<file path="src/rtl/score_ram_pkg.sv">
// score_ram_pkg: shared types and constants for the score RAM responder.
package score_ram_pkg;
  typedef enum logic {CLEAR, SERVE} state_e;
  localparam logic RW_READ = 1'b0;
  localparam logic RW_WRITE = 1'b1;
  localparam int DEF_DEPTH = 16;
  localparam int DEF_DATA_W = 8;
endpackage

</file>
<file path="src/rtl/score_ram_array.sv">
// score_ram_array: DEPTH x DATA_W register array, one write port, combinational read.
module score_ram_array #(
  parameter int DEPTH = 16,
  parameter int DATA_W = 8,
  localparam int IW = $clog2(DEPTH)
) (
  input  logic              clk,
  input  logic              we_i,
  input  logic [IW-1:0]     waddr_i,
  input  logic [DATA_W-1:0] wdata_i,
  input  logic [IW-1:0]     raddr_i,
  output logic [DATA_W-1:0] rdata_o
);
  logic [DATA_W-1:0] mem_q [DEPTH];
  always_ff @(posedge clk)
    if (we_i) mem_q[waddr_i] <= wdata_i;
  assign rdata_o = mem_q[raddr_i];
endmodule

</file>
<file path="src/rtl/score_ram_responder.sv">
// score_ram_responder: self-clearing score memory serving one read/write per clock,
// optionally keeping only the highest value written to each entry.
module score_ram_responder import score_ram_pkg::*; #(
  parameter int DEPTH = DEF_DEPTH,
  parameter int DATA_W = DEF_DATA_W,
  parameter int ADDR_W = 8,
  parameter int KEEP_MAX = 1
) (
  input  logic              clk,
  input  logic              reset,
  input  logic [ADDR_W-1:0] address_in,
  input  logic              r_w,
  input  logic [DATA_W-1:0] data_in,
  output logic [DATA_W-1:0] data_out,
  output logic              ready,
  output logic              addr_err,
  output logic              updated
);
  localparam int IW = $clog2(DEPTH);
  state_e state_q, state_d;
  logic [IW-1:0] sweep_q, sweep_d, idx, waddr;
  logic [DATA_W-1:0] old_val, new_val, wdata, data_q, data_d;
  logic serve, in_range, wr, bigger, store, we, err_q, err_d, upd_q, upd_d;
  assign serve = state_q == SERVE;
  assign in_range = 32'(address_in) < 32'(DEPTH);
  assign idx = address_in[IW-1:0];
  score_ram_array #(.DEPTH(DEPTH), .DATA_W(DATA_W)) u_array (
    .clk(clk), .we_i(we), .waddr_i(waddr), .wdata_i(wdata),
    .raddr_i(idx), .rdata_o(old_val)
  );
  // The sweep owns the write port until SERVE; afterwards only accepted writes use it.
  always_comb begin
    bigger = data_in > old_val;
    store = (KEEP_MAX == 0) || bigger;
    wr = serve && in_range && r_w == RW_WRITE;
    new_val = store ? data_in : old_val;
    we = !serve || (wr && store);
    waddr = serve ? idx : sweep_q;
    wdata = serve ? data_in : '0;
    sweep_d = serve ? sweep_q : sweep_q + 1'b1;
    state_d = (!serve && sweep_q == IW'(DEPTH - 1)) ? SERVE : state_q;
    data_d = (!serve || !in_range) ? '0 : (r_w == RW_READ ? old_val : new_val);
    err_d = serve && !in_range;
    upd_d = wr && ((KEEP_MAX != 0) ? bigger : data_in != old_val);
  end
  always_ff @(posedge clk or negedge reset)
    if (!reset) begin
      state_q <= CLEAR;
      sweep_q <= '0;
      data_q <= '0;
      err_q <= 1'b0;
      upd_q <= 1'b0;
    end else begin
      state_q <= state_d;
      sweep_q <= sweep_d;
      data_q <= data_d;
      err_q <= err_d;
      upd_q <= upd_d;
    end
  assign data_out = data_q;
  assign ready = serve;
  assign addr_err = err_q;
  assign updated = upd_q;
endmodule

</file>
<file path="config.mk">
export PLATFORM = sky130hd
export DESIGN_NAME = score_ram_responder
export DESIGN_NICKNAME = d
export VERILOG_FILES = /design/src/rtl/score_ram_pkg.sv /design/src/rtl/score_ram_array.sv /design/src/rtl/score_ram_responder.sv
export SDC_FILE = /design/constraint.sdc
export NUM_CORES = 1
export LEC_CHECK = 0
export ABC_CLOCK_PERIOD_IN_PS = 4100
export BUFFER_PORTS_ARGS = -buffer_cell sky130_fd_sc_hd__buf_2
export CAP_MARGIN = 20
export CORE_AREA = 2 2 130 132
export DETAILED_ROUTE_END_ITERATION = 16
export DIE_AREA = 0 0 132 134
export PLACE_DENSITY = 0.63
export SLEW_MARGIN = 20
export SYNTH_ARGS = -nofsm -noshare
export SYNTH_HDL_FRONTEND = slang
export SYNTH_SLANG_ARGS = --single-unit
</file>
<file path="constraint.sdc">
create_clock -name clk -period 4.1 [get_ports clk]
set_input_delay 0.82 -clock clk [delete_from_list [all_inputs] [get_ports clk]]
set_output_delay 0.82 -clock clk [all_outputs]
set_load 0.02 [all_outputs]
</file>
Yosys cells after proc, flatten, opt, wreduce, memory -nomap -nowiden
Memories as Yosys holds them, arrays and structs flattened.
Cells that the tools add are included.
{ "word_totals": {"out_inout_bits": 11, "ff_bits": 15, "rom_bits": 0, "in_bits": 19, "latch_bits": 0, "ram_bits": 128, "elab_cells": 26, "mem_count": 1} }
{ "op_classes": {"n_bitwise": 0, "n_eq_ne": 1, "n_mul": 0, "mux": 7, "n_addsub": 1, "div": 0, "magnitude_cmp": 2, "n_reduce_logical": 9, "shift": 0} }
{ "mem_list": {"columns": ["name", "words", "width", "read_ports", "rd_ports_with_merged_regs", "write_ports", "line", "text"], "rows": [
  ["u_array.mem_q", 16, 8, 1, 0, 1, "score_ram_array.sv:14", "logic [DATA_W-1:0] mem_q [DEPTH];"]
]} }
{ "ops": {"columns": ["cell", "count"], "rows": [
  ["$mux W8", 4],
  ["$gt A8 B8 Y1", 1],
  ["$lt A8 B5 Y1 const B", 1],
  ["$logic_and A1 B1 Y1", 5],
  ["$add A4 B1 Y4 const B", 1],
  ["$eq A4 B4 Y1 const B", 1],
  ["$mux W4", 1],
  ["$logic_not A1 Y1", 2],
  ["$logic_or A1 B1 Y1", 2],
  ["$mux W1", 2]
]} }

Logic depth before layout (Yosys ltp)
{ "logic_depth": {"depth_word": 7, "depth_mapped": 12, "ltp_nobuf": 10} }

Cells and area by module
Synthesis repeated with hierarchy kept, for this count alone.
{ "unflattened": {"cells_unflattened": 318, "hier_area_um2": 5930.7} }
{ "modules_own_cells": {"columns": ["mod", "cells_each", "instances", "area_each_um2"], "rows": [
  ["score_ram_array", 221, 1, 4987.3],
  ["score_ram_responder", 97, 1, 943.4]
]} }

Worst setup path before layout
No wires, ideal clock.
{ "synth_timing": {"path_type": "input -> register", "start": "input port address_in[0]", "end": "memory u_array.mem_q[12][0], enable pin", "path_stages": 11, "t_arrival_ps": 3602, "path_buffers": 2, "required_ps": 3713, "path_slack_ps": 112, "setup_time_ps": 387, "path_cell_list": "buf_6 > buf_6 > mux4_1 > a22o_1 > a221o_1 > ha_1 > nand4_1 > o21ai_0 > a21oi_1 > nand3_1 > o31ai_1"} }
{ "synth_via": {"elab_chain_len": 7, "elab_cells_between_ends": 10, "classes_between": "order compare (2); mux (3); reduce/logical (4); memory (1)"} }
{ "synth_rtl": {"columns": ["element", "line", "text"], "rows": [
  ["start: declaration", "score_ram_responder.sv:11", "input logic [ADDR_W-1:0] address_in,"],
  ["parallel branches: the longest is 7 deep, another holds $mem_v2 Z16 W8", null, null],
  ["end: declaration", "score_ram_array.sv:14", null]
]} }
Several ways; the timed one is not identified.

Worst setup path in the final report
{ "layout_timing": {"start": "input port address_in[0]", "end": "memory u_array.mem_q[15][6], enable pin"} }
Same word-level chain as after synthesis.

==> results.ini <==
[final_layout]
nFillCells=1417
antenna_cells=0
finalNetCount=414
final_area_um2=7310
area_delta_synth_final_pct=20.9
drive_gt1_share_pct=30.8
fin_util_pct=44.9
fin_cells=619

[clock_tree]
h-tree-depth=4
postCtsSetupBuffers=0
cts-hold-fix-buffers=0
numCtsBuffers=17
root_buffer=clkbuf_16
cts_buffer_depth=2
cts_tree=yes
clk_pin_slew_ns=0.06
numClockSinks=143
cts_resized=0
clock_latency_ns=0.42

[critical_path]
cp-end-kind=flip-flop
crit_type=in -> reg
cp_num_buf_inv=5
worst_setup_path_start_kind=input port
worst-endpoint-required_ns=4.22
cp.arrival_ns=3.98
path_cells=buf_2, buf_4, buf_12, mux4_1, a221oi_2, ha_1, nand4_1, o21ai_0, a21oi_1, buf_4, nand3_1, o31ai_1, buf_4
crit_slowest_cell=mux4_1
cp_common_cell=buf_4
cp_max_fo=11
slowest_delay_ns=0.58
cpLargestDelayFamily=buffers and inverters

[floorplanning]
die_w_um=132
rows=47
die_y_um=134
ios=30
fp.coreArea_um2=16300
initial_utilization_pct=37.1
dieArea_um2=17700

[grt]
grt_usage_pct=15.7
grt_max_degree=29
grt_overflow=0
grt_pass1_vias=3392
grt_antenna_before_repair=0
grt_pass1_wl_mm=20.0

[drt]
route.detailed.drc=0
via_count=3267
first_pass_iters=6
wire_per_inst_um=21.1
ant_nets=0
drtIter0Drc=312
wl_mm=13.1
viasPerCell=5.28

[outcome]
outcome=complete, no violations

[place]
dpl.hpwl_mm=8.95
place_area_um2=6720
dp_cells=587
gp_congestion=0.771
portBuffers=29

[pwr]
peakVddDrop_uv=342
p_leak_nw=2.62
cellPowerDensity_nw_per_um2=453
finalPower_mw=3.31

[sta]
fin_crit_sh_pct=94.0
slew_headroom_pct=37.7
fmax_mhz=259
skew_ns=0.00950
worstMarginPinSlew_ns=0.930
rsz0062_at_grt=no
slew_violations=0
tns_ns=0
fin_crit_ns=3.85
hold_viol_final=0
setup_viol=0

[yosys]
yosysWarnings=0
yosysSeqAreaShare_pct=69.8
synth-edff-count=128
ys.flop_type=edfxtp_1
syn_area_um2=6050
netlist-cell-type-count=42
synthesis.nets=341
yosys_register_bits=143
avgSynthCellArea_um2=19.3
ys_async_sr_fraction_pct=10.5
netlist_instances=313

[run]
cap_violations=0

[hold_path]
hold_class=in -> async

==> cell type report <==
cell class	count	area [µm²]	area share, %
Multi-Input combinational cell	151	1680	23.0
Clock buffer	19	433	5.92
Sequential cell	143	4220	57.7
Inverter	4	15.0	0.205
Clock inverter	13	145	1.98
Timing Repair Buffer	69	546	7.46
Tap cell	220	275	3.76
==> final timing paths <==
kind / from / endpoint / cells after the start / slack (ns)
max: address_in[0] / u_array.mem_q[15][6] / 13 / 0.25
min reg2reg: sweep_q[2] / sweep_q[2] / 1 / 0.57
min: reset / data_out[3] / 1 / 0.30
min in group clk: sweep_q[2] / sweep_q[2] / 1 / 0.57
max reg2reg: u_array.mem_q[9][4] / u_array.mem_q[15][6] / 11 / 0.69
max in group asynchronous: reset / sweep_q[0] / 1 / 3.53
==> where the power goes <==
group	internal [mW]	switching, mW
combinational	0.0948	0.120
clock	0.945	0.561
sequential	1.59	0.000693
==> state kept, by name (all words and copies together), names as in the netlist <==
signal and flops:
data_out 8, sweep_q 4, u_array.mem_q 128, ready 1, updated 1, addr_err 1
==> cell families after synthesis <==
group	synth area share, %
XOR/XNOR	0.290
AO/OA/AOI/OAI	7.89
AND/OR/NAND/NOR	4.33
flip-flops	69.8
adder cells (fa/ha/maj)	1.86
buffers and inverters	2.69
multiplexers	13.2
==> cell usage in the layout, fill, tap and decap left out, types with 2 or more instances in the layout <==
cell type  instances
nor2b_1            6
buf_12             8
buf_4             32
buf_2             29
a221oi_2           7
o21ai_0            2
o31ai_1            4
nand2b_1           6
clkinv_2           3
nand3_1            4
inv_1              3
edfxtp_1         128
ha_1               9
xnor2_1            2
a22o_1             9
a211oi_1           7
nor2_1             5
bufinv_16          3
and2_1            11
a21oi_2            4
clkbuf_1           2
clkbuf_16         17
a21oi_1           12
nand2_1            4
nor3b_1            2
a31oi_1            4
clkinv_1           5
nand4_1            5
mux4_1            17
dfrtp_1           15
mux4_2            15
a21o_1             7
==> synth_stat cells (2+ instances only) <==
master	number	area, µm²
buf_12	2	40.0
nand2_1	4	15.0
o31ai_1	4	30.0
mux4_2	15	338
and2_1	11	68.8
a211oi_1	7	52.6
buf_6	3	33.8
nand3_1	4	20.0
nand2b_1	6	37.5
xnor2_1	2	17.5
a21oi_1	16	80.1
inv_1	3	11.3
ha_1	9	113
a31oi_1	4	25.0
a21o_1	7	52.6
o21ai_0	2	10.0
a221oi_2	7	105
dfrtp_1	15	375
nor3b_1	2	15.0
nor2_1	5	18.8
clkbuf_1	4	15.0
a22o_1	9	78.8
nor2b_1	6	37.5
mux4_1	17	447
nand4_1	5	31.3
edfxtp_1	128	3840
==> metal layers <==
| metal | vias up | track usage (%) | routed length, µm |
|---|---|---|---|
| li1 | 1465 | - | - |
| met1 | 1660 | 20.7 | 5900 |
| met2 | 120 | 24.3 | 6100 |
| met3 | 22 | 4.80 | 778 |
| met4 | 0 | 6.16 | 297 |
| met5 | - | 0 | 0 |
==> per-stage QoR <==
stage               worst slack (ns)  hold slack (ns)
finish                         0.245            0.304
floorplan                      0.112            0.494
detailed placement            -0.348            0.550
CTS                           0.0307            0.297
global placement              -0.291            0.543
global route                  0.0368            0.314
Power figures use the tool's default switching activity.
